File: config.mk
export PLATFORM = sky130hd
export DESIGN_NAME = uart_rx_param
export DESIGN_NICKNAME = d
export VERILOG_FILES = /design/src/rtl/uart_rx_param.sv
export SDC_FILE = /design/constraint.sdc
export NUM_CORES = 1
export LEC_CHECK = 0
export CAP_MARGIN = 20
export CORE_ASPECT_RATIO = 0.9
export CORE_UTILIZATION = 30
export CTS_BUF_LIST = sky130_fd_sc_hd__clkbuf_16
export DETAILED_ROUTE_END_ITERATION = 8
export REMOVE_ABC_BUFFERS = 1
export SETUP_SLACK_MARGIN = 0.5
export SLEW_MARGIN = 10
export SYNTH_ARGS = -nofsm -noshare
export SYNTH_HDL_FRONTEND = slang
export SYNTH_SLANG_ARGS = --single-unit
File: constraint.sdc
create_clock -name clock -period 1.7 [get_ports clock]
set_input_delay 0.34 -clock clock [delete_from_list [all_inputs] [get_ports clock]]
set_output_delay 0.34 -clock clock [all_outputs]
set_load 0.02 [all_outputs]
File: src/rtl/uart_rx_param.sv
// Parametrised UART receiver: 2-flop sync, tick-driven majority filter, framing FSM, held output word.
// rx_valid rises one clock after the tick that samples the last stop bit; a frame completing while a word is still held is dropped and flagged by overrun.
module uart_rx_param #(
    parameter int DATA_BITS   = 8,
    parameter int PARITY      = 0,
    parameter int STOP_BITS   = 1,
    parameter int OVERSAMPLE  = 16,
    parameter int FILTER_BITS = 2
) (
    input  logic                 clock,
    input  logic                 reset,
    input  logic                 RxD,
    input  logic                 uart_tick,
    output logic [DATA_BITS-1:0] rx_data,
    output logic                 rx_valid,
    input  logic                 rx_ready,
    output logic                 parity_err,
    output logic                 frame_err,
    output logic                 break_det,
    output logic                 overrun
);

    localparam int CW = $clog2(OVERSAMPLE);
    localparam int BW = $clog2(DATA_BITS + 1);
    localparam logic [CW-1:0] HALF      = CW'(OVERSAMPLE / 2 - 1);
    localparam logic [CW-1:0] FULL      = CW'(OVERSAMPLE - 1);
    localparam logic [BW-1:0] LAST_BIT  = BW'(DATA_BITS - 1);
    localparam logic          LAST_STOP = 1'(STOP_BITS - 1);

    typedef enum logic [2:0] {
        S_IDLE, S_START, S_DATA, S_PARITY, S_STOP, S_WAIT_HIGH
    } state_t;

    state_t                 state_q, state_d;
    logic [1:0]             sync_q, sync_d;
    logic [FILTER_BITS-1:0] filt_cnt_q, filt_cnt_d;
    logic                   filt_q, filt_d;
    logic [CW-1:0]          baud_q, baud_d;
    logic [BW-1:0]          bit_q, bit_d;
    logic                   stop_q, stop_d;
    logic [DATA_BITS-1:0]   shift_q, shift_d;
    logic                   par_q, par_d;
    logic                   stop_bad_q, stop_bad_d;
    logic [DATA_BITS-1:0]   rx_data_q, rx_data_d;
    logic                   rx_valid_q, rx_valid_d;
    logic                   parity_err_q, parity_err_d;
    logic                   frame_err_q, frame_err_d;
    logic                   break_det_q, break_det_d;
    logic                   overrun_q, overrun_d;

    logic frame_done;
    logic fe_now, pe_now, brk_now;

    always_ff @(posedge clock or negedge reset) begin
        if (!reset) begin
            state_q      <= S_IDLE;
            sync_q       <= 2'b11;
            filt_cnt_q   <= '0;
            filt_q       <= 1'b1;
            baud_q       <= '0;
            bit_q        <= '0;
            stop_q       <= 1'b0;
            shift_q      <= '0;
            par_q        <= 1'b0;
            stop_bad_q   <= 1'b0;
            rx_data_q    <= '0;
            rx_valid_q   <= 1'b0;
            parity_err_q <= 1'b0;
            frame_err_q  <= 1'b0;
            break_det_q  <= 1'b0;
            overrun_q    <= 1'b0;
        end else begin
            state_q      <= state_d;
            sync_q       <= sync_d;
            filt_cnt_q   <= filt_cnt_d;
            filt_q       <= filt_d;
            baud_q       <= baud_d;
            bit_q        <= bit_d;
            stop_q       <= stop_d;
            shift_q      <= shift_d;
            par_q        <= par_d;
            stop_bad_q   <= stop_bad_d;
            rx_data_q    <= rx_data_d;
            rx_valid_q   <= rx_valid_d;
            parity_err_q <= parity_err_d;
            frame_err_q  <= frame_err_d;
            break_det_q  <= break_det_d;
            overrun_q    <= overrun_d;
        end
    end

    // Filtered bit only flips once the counter saturates, so short glitches never reach the FSM.
    always_comb begin
        sync_d     = {sync_q[0], RxD};
        filt_cnt_d = filt_cnt_q;
        filt_d     = filt_q;
        if (uart_tick) begin
            if (!sync_q[1]) begin
                if (filt_cnt_q != '1) filt_cnt_d = filt_cnt_q + FILTER_BITS'(1);
            end else if (filt_cnt_q != '0) begin
                filt_cnt_d = filt_cnt_q - FILTER_BITS'(1);
            end
            if (filt_cnt_d == '1)      filt_d = 1'b0;
            else if (filt_cnt_d == '0) filt_d = 1'b1;
        end
    end

    always_comb begin
        fe_now  = stop_bad_q | ~filt_q;
        pe_now  = (PARITY != 0) && ((^shift_q ^ par_q) != (PARITY == 2));
        brk_now = fe_now && (shift_q == '0) && ((PARITY == 0) || !par_q);
    end

    always_comb begin
        state_d    = state_q;
        baud_d     = baud_q;
        bit_d      = bit_q;
        stop_d     = stop_q;
        shift_d    = shift_q;
        par_d      = par_q;
        stop_bad_d = stop_bad_q;
        frame_done = 1'b0;
        if (uart_tick) begin
            case (state_q)
                S_IDLE: begin
                    if (!filt_q) begin
                        state_d = S_START;
                        baud_d  = '0;
                    end
                end
                S_START: begin
                    baud_d = baud_q + CW'(1);
                    if (baud_q == HALF) begin
                        if (filt_q) begin
                            state_d = S_IDLE;
                        end else begin
                            state_d    = S_DATA;
                            baud_d     = '0;
                            bit_d      = '0;
                            stop_d     = 1'b0;
                            stop_bad_d = 1'b0;
                        end
                    end
                end
                S_DATA: begin
                    baud_d = baud_q + CW'(1);
                    if (baud_q == FULL) begin
                        shift_d = {filt_q, shift_q[DATA_BITS-1:1]};
                        bit_d   = bit_q + BW'(1);
                        if (bit_q == LAST_BIT) state_d = (PARITY != 0) ? S_PARITY : S_STOP;
                    end
                end
                S_PARITY: begin
                    baud_d = baud_q + CW'(1);
                    if (baud_q == FULL) begin
                        par_d   = filt_q;
                        state_d = S_STOP;
                    end
                end
                S_STOP: begin
                    baud_d = baud_q + CW'(1);
                    if (baud_q == FULL) begin
                        stop_bad_d = fe_now;
                        stop_d     = stop_q + 1'b1;
                        if (stop_q == LAST_STOP) begin
                            frame_done = 1'b1;
                            // A low stop may be a held break; wait for the line to recover first.
                            state_d    = fe_now ? S_WAIT_HIGH : S_IDLE;
                        end
                    end
                end
                S_WAIT_HIGH: begin
                    if (filt_q) state_d = S_IDLE;
                end
                default: state_d = S_IDLE;
            endcase
        end
    end

    always_comb begin
        rx_data_d    = rx_data_q;
        rx_valid_d   = rx_valid_q;
        parity_err_d = parity_err_q;
        frame_err_d  = frame_err_q;
        break_det_d  = break_det_q;
        overrun_d    = 1'b0;
        if (rx_valid_q && rx_ready) rx_valid_d = 1'b0;
        if (frame_done) begin
            if (!rx_valid_q || rx_ready) begin
                rx_data_d    = shift_q;
                rx_valid_d   = 1'b1;
                parity_err_d = pe_now;
                frame_err_d  = fe_now;
                break_det_d  = brk_now;
            end else begin
                overrun_d = 1'b1;
            end
        end
    end

    assign rx_data    = rx_data_q;
    assign rx_valid   = rx_valid_q;
    assign parity_err = parity_err_q;
    assign frame_err  = frame_err_q;
    assign break_det  = break_det_q;
    assign overrun    = overrun_q;

endmodule

Word-level counts from Yosys, hierarchy flattened
Cells that the tools add are included.
{ "word_totals": {"regBits": 38, "elab_cells": 99, "in_bits": 5} }
{ "classes": {"n_mux": 39, "n_reduce_logical": 20, "n_addsub": 5, "eq_ne": 19, "bitwise_logic": 2} }
{ "op_table": {"columns": ["op", "count"], "rows": [
  ["$mux 3", 9],
  ["$mux 4", 5],
  ["$ne 2x2->1 const B", 10],
  ["$pmux 3 s6", 1],
  ["$mux 1", 15],
  ["$pmux 4 s3", 1],
  ["$mux 2", 5],
  ["$reduce_and 5->1", 2],
  ["$reduce_and 9->1", 1],
  ["$add 4x1->4 const B", 2],
  ["$eq 4x3->1 const B", 2],
  ["$logic_not 8->1", 1],
  ["$pmux 4 s2", 1],
  ["$reduce_bool 2->1", 4],
  ["$eq 3x2->1 const B", 2],
  ["$eq 3x3->1 const B", 2],
  ["$reduce_and 3->1", 2],
  ["$eq 4x4->1 const B", 1],
  ["$pmux 1 s2", 2],
  ["$reduce_and 2->1", 2],
  ["$eq 3x1->1 const B", 1],
  ["$logic_not 3->1", 1],
  ["$reduce_bool 3->1", 1],
  ["$reduce_or 3->1", 1],
  ["other kinds (10)", 11]
]} }

Depth between registers and ports, before layout
{ "logic_depth": {"ltp_word": 7, "mapped_depth": 6, "depth_no_buf": 6} }

Worst setup path after synthesis
OpenSTA, ideal clock, no wires.
{ "synth_path": {"path_type": "reg-to-reg", "from": "register state_q[2]", "to": "register break_det_q, in the netlist break_det", "setup_ps": 104, "arrival_time_ps": 1825, "synth_period_minus_slack_ps": 1929, "path_slack_ps": -229, "path_stages_with_launch": 6, "required_ps": 1596, "path_cell_list": "dfrtp_1 > or3b_1 > buf_2 > or4b_4 > buf_6 > o41ai_2"} }
{ "synth_between": {"elab_chain_cells": 4} }
{ "synth_lines": {"columns": ["element", "line_no", "rtl"], "rows": [
  ["start, declared", "34", "state_t state_q, state_d;"],
  ["start signal, assigned", "73", "state_q <= state_d;"],
  ["$eq 3x3->1", "124", "case (state_q)"],
  ["$mux 1", "124", null],
  ["$mux 1", "123", "if (uart_tick) begin"],
  ["$reduce_and 2->1 (no line)", null, null],
  ["end signal, assigned", "87", "break_det_q <= break_det_d;"],
  ["end, declared", "48", "logic break_det_q, break_det_d;"]
]} }
No other way between the ends.
A chain may end at the register's enable or synchronous reset.

Worst setup path in the final report
{ "layout_path": {"from": "register state_q[2]", "to": "register rx_data_q[7], in the netlist rx_data[7]"} }
{ "layout_between": {"elab_chain_cells": 4} }
{ "layout_lines": {"columns": ["element", "line_no", "rtl"], "rows": [
  ["$eq 3x3->1", "124", null],
  ["$mux 1", "124", null],
  ["$mux 1", "123", null],
  ["$reduce_and 2->1 (no line)", null, null],
  ["end signal, assigned", "83", "rx_data_q <= rx_data_d;"],
  ["end, declared", "44", "logic [DATA_BITS-1:0] rx_data_q, rx_data_d;"]
]} }
No other way between the ends.

==> results summary <==
The run finished, with violations left. The final reports fail on negative hold slack, negative setup slack. Sequential cells burn a little over a quarter of the power. The distinct cell type count of the synthesized netlist is 47. TritonCTS built the clock tree. The half-perimeter wire length of the detailed placement result is 2.76 mm. The count of warnings emitted by yosys came out at 0.

The overall routing resource usage is 14.7%. The via count of the first global-routing pass is 1476. The congestion estimate from routability-driven global placement came to between 0.8 and 0.9. The actual slew at the worst max-slew pin is about 0.64 ns. The residual overflow from global routing is 0. Synthesis produced a netlist whose cell count is 166.

The class of the worst hold path is input pin to asynchronous set/reset pin. The ratio of final minimum period to clock period came out at 105%. The ratio of total power to cell area came out at roughly 1400 nW/µm². The number of hold buffers added after cts is 0. The number of DRC violations after detailed-routing iteration 0 came out at 73.

Along the worst path, the maximum fanout reaches 6. The H-tree was split into 2 levels. The count of final max-slew check failures came to 0. TritonCTS created 5 clock buffers. The worst hold slack is -0.0128 ns.

The number of flip-flops and latches in the synthesized netlist is 38. The sequential-to-total area share from yosys stat is between 50% and 60%. The maximum number of pins on one net before global-route repair came out at 22. For the worst flop-to-flop path, the logic depth is 3. The count of antenna diodes in the layout is 0. The worst path in the final design needs a cycle of around 1.8 ns, including I/O delays and setup. The leakage power came out at 0.00135 µW. The filler cells instantiated in the layout total ~500.

The number of non-filler instances in the completed layout came out at between 200 and 300. The first global-routing pass estimated about 7.4 mm of wire. The number of enable-type register cells in the synthesized netlist is 0. After the last flow step, the layout net total stands at approximately 230. The mapped cell area is about 1900 µm². The clock transition at the register clock pins on the worst setup and hold paths after CTS is 0.06 ns. The final standard cell utilization of the core is roughly half. For this block, the via count after detailed routing is about 1.5k.

For flop-to-flop paths, the worst setup slack is -0.09 ns. From bottom edge to top edge, the die measures around 77 µm. In this run the critical register-to-register path is launched from state_q[2]. The length of the first detailed-routing pass in iterations came out at 4. The latest clock arrival within the worst-skew pair is roughly 0.28 ns. The number of antenna violations at the first check in global routing is 0. The final hold violation count is 17. The maximum count of clock buffers along a single path came out at 2. The worst slack at placement is -0.467 ns. The initial utilization of the core area, before any placement, comes to 31.8%.

The remaining antenna violation count is 0. The DRC violations left came out at 0. In this run the critical register-to-register path is captured at rx_data[7]. The share of synthesized registers carrying an async set or reset came out at 100%. The cell with the largest stage delay on the worst path is sky130_fd_sc_hd__or4b_4.

The count of maximum capacitance violations came out at 0. Combinational logic is responsible for between 40 and 50% of the overall power. The top-level port count is 18. A synthesized cell averages about 11 µm².

In the synthesized netlist the dominant register cell turns out to be sky130_fd_sc_hd__dfrtp_1. Per report_power, the clock group accounts for between 20% and 30% of the total. The area of the die is approximately 6500 µm².

The die boundary width is 84.8 µm. Summed over all failing endpoints, the final setup total negative slack is -1.21 ns. The routed via count divided by cell count came out at between 5 and 6. The share of post-route cells with drive strength above 1 came out at about 56%.

The setup skew after layout is around 0.007 ns. Including well taps, the total number of placed cells is approximately 280. Clock tree synthesis found a total of 38 sinks. The worst stage delay on the critical path came out at 0.56 ns. In this run the power spent charging and discharging nets is about 1300 µW. The highest clock rate came out at between 0.5 and 0.6 GHz. The headroom to the max-slew limit is 56.9%. Summed over all layers, the routed wires come to ~4.4 mm. The area of the core region is between 5000 and 6000 µm². Setup violations remaining at the end of the flow were counted as 17. The relative area change from synthesis to final layout is 57.1%. The worst setup path is captured at a register. The signal on the critical path passes through or3b_4 -> or4b_4 -> mux2_2.

The per-cell routed wire length is approximately 15 µm. The design internal power is about 2800 µW. In this run the tool buffered the top-level ports with 16 buffer cells. By startpoint and endpoint, the worst setup path is classified as register to register.

The proportion of total power due to net switching is a little under a third. STA puts the critical path data required time at between 1.5 and 2 ns. The worst setup path is launched from a register. The cell row count is 26. Setup repair after global routing could not meet its margin everywhere. The tree is rooted in a sky130_fd_sc_hd__clkbuf_16. The peak ir drop on the vdd network is between 0.0009 and 0.001 V. Setup slack on the critical path of the routed design comes to -0.0888 ns. The signal arrival time at the worst endpoint came out at a little under 2 ns.
-- cell usage in the layout, fill, tap and decap left out, types with 5 or more instances in the layout --
master	instances
sky130_fd_sc_hd__nand2_1	9
sky130_fd_sc_hd__buf_4	30
sky130_fd_sc_hd__mux2_2	10
sky130_fd_sc_hd__a21oi_1	5
sky130_fd_sc_hd__nor2_1	5
sky130_fd_sc_hd__dfrtp_1	35
sky130_fd_sc_hd__mux2_4	10
sky130_fd_sc_hd__clkbuf_16	5
sky130_fd_sc_hd__buf_6	10
sky130_fd_sc_hd__inv_1	7
sky130_fd_sc_hd__buf_2	12
-- cells in the mapped netlist, types with 2 or more instances --
master / count / share of area, %
sky130_fd_sc_hd__mux2_2: 20 / 12
sky130_fd_sc_hd__nand2b_1: 6 / 2.0
sky130_fd_sc_hd__ha_1: 3 / 2.0
sky130_fd_sc_hd__o21ai_0: 9 / 2.4
sky130_fd_sc_hd__nor2b_1: 5 / 1.7
sky130_fd_sc_hd__a21oi_1: 8 / 2.2
sky130_fd_sc_hd__or4_1: 2 / 0.81
sky130_fd_sc_hd__nand4b_1: 2 / 0.95
sky130_fd_sc_hd__nand3b_1: 2 / 0.81
sky130_fd_sc_hd__nor2_1: 6 / 1.2
sky130_fd_sc_hd__dfrtp_1: 35 / 47
sky130_fd_sc_hd__and3_1: 2 / 0.68
sky130_fd_sc_hd__nor3b_1: 3 / 1.2
sky130_fd_sc_hd__nand3_1: 5 / 1.4
sky130_fd_sc_hd__nand2_1: 12 / 2.4
sky130_fd_sc_hd__o41ai_1: 2 / 0.95
sky130_fd_sc_hd__inv_1: 7 / 1.4
sky130_fd_sc_hd__dfstp_2: 3 / 4.3
sky130_fd_sc_hd__nor4_1: 2 / 0.68
sky130_fd_sc_hd__clkbuf_1: 5 / 1.0
-- worst max path at each step --
stage / from / to / slack (ns) / depth (start not counted)
6_report: state_q[2] / rx_data[7] / -0.09 / 3
5_1_grt: baud_q[0] / rx_data[6] / -0.14 / 4
4_1_cts: state_q[1] / rx_data[7] / -0.12 / 3
3_5_place_dp: uart_tick / break_det / -0.47 / 4
3_3_place_gp: uart_tick / break_det / -0.39 / 4
2_1_floorplan: state_q[2] / break_det / -0.29 / 3
-- routing by layer --
layer  global-route usage (%)  wire length [µm]  part of all wire (%)  vias up
li1                         -                 -                     -      724
met3                     3.90                94                   2.1        6
met5                        0                 0                     0        -
met4                     4.58                59                   1.3        0
met1                     19.1              2080                    48      746
met2                     23.9              2140                    49       16
-- power by group through the flow --
stage | Combinational, µW | Clock [µW] | Sequential, µW
floorplan | 566 | 0 | 1170
global placement | 1150 | 0 | 1100
detailed placement | 1160 | 0 | 1110
CTS | 1580 | 1230 | 1120
global route | 1910 | 1280 | 1140
finish | 1750 | 1210 | 1120
-- registers in the layout, summed over array words and instances (netlist names), 2 cells and up --
signal,flops
rx_data,8
shift_q,8
baud_q,4
bit_q,4
state_q,3
filt_cnt_q,2
sync_q,2
-- timing repair --
action | CTS | global route
setup buffers | 8 | 4
gates cloned | 2 | 0
setup endpoints to repair | 46 | 36
pin swaps | 16 | 11
resized for setup | 106 | 16
-- worst max-delay path, delay by kind of cell, from the launching register on --
| kind | cells | cell delay, ns |
|---|---|---|
| mux | 1 | 0.30 |
| flops | 1 | 0.39 |
| simple gates | 2 | 0.99 |
-- final cells by class --
| class | count | area [µm²] | share of cell area (%) |
|---|---|---|---|
| sequential | 38 | 955 | 32.8 |
| clock inverter | 3 | 68.8 | 2.36 |
| multi-input combinational | 114 | 1130 | 38.8 |
| timing repair buffer | 60 | 519 | 17.8 |
| clock buffer | 5 | 125 | 4.30 |
| tap | 70 | 87.6 | 3.01 |
| inverter | 7 | 26.3 | 0.902 |
-- per-stage QoR --
step / total power, µW / cell area (µm²)
finish: 4090 / 2910
CTS: 3930 / 2790
global route: 4320 / 2910
detailed placement: 2260 / 2310
global placement: 2250 / 2310
floorplan: 1730 / 1810
-- cells by family after synthesis --
family                   count (synthesis)  synth area share, %
flip-flops                              38                 51.5
multiplexers                            21                 12.7
AO/OA/AOI/OAI                           32                 11.8
adder cells (fa/ha/maj)                  3                 2.03
AND/OR/NAND/NOR                         55                 17.6
other                                    1                0.202
XOR/XNOR                                 1                0.473
buffers and inverters                   15                 3.71
(Power assumes the default switching activity.)
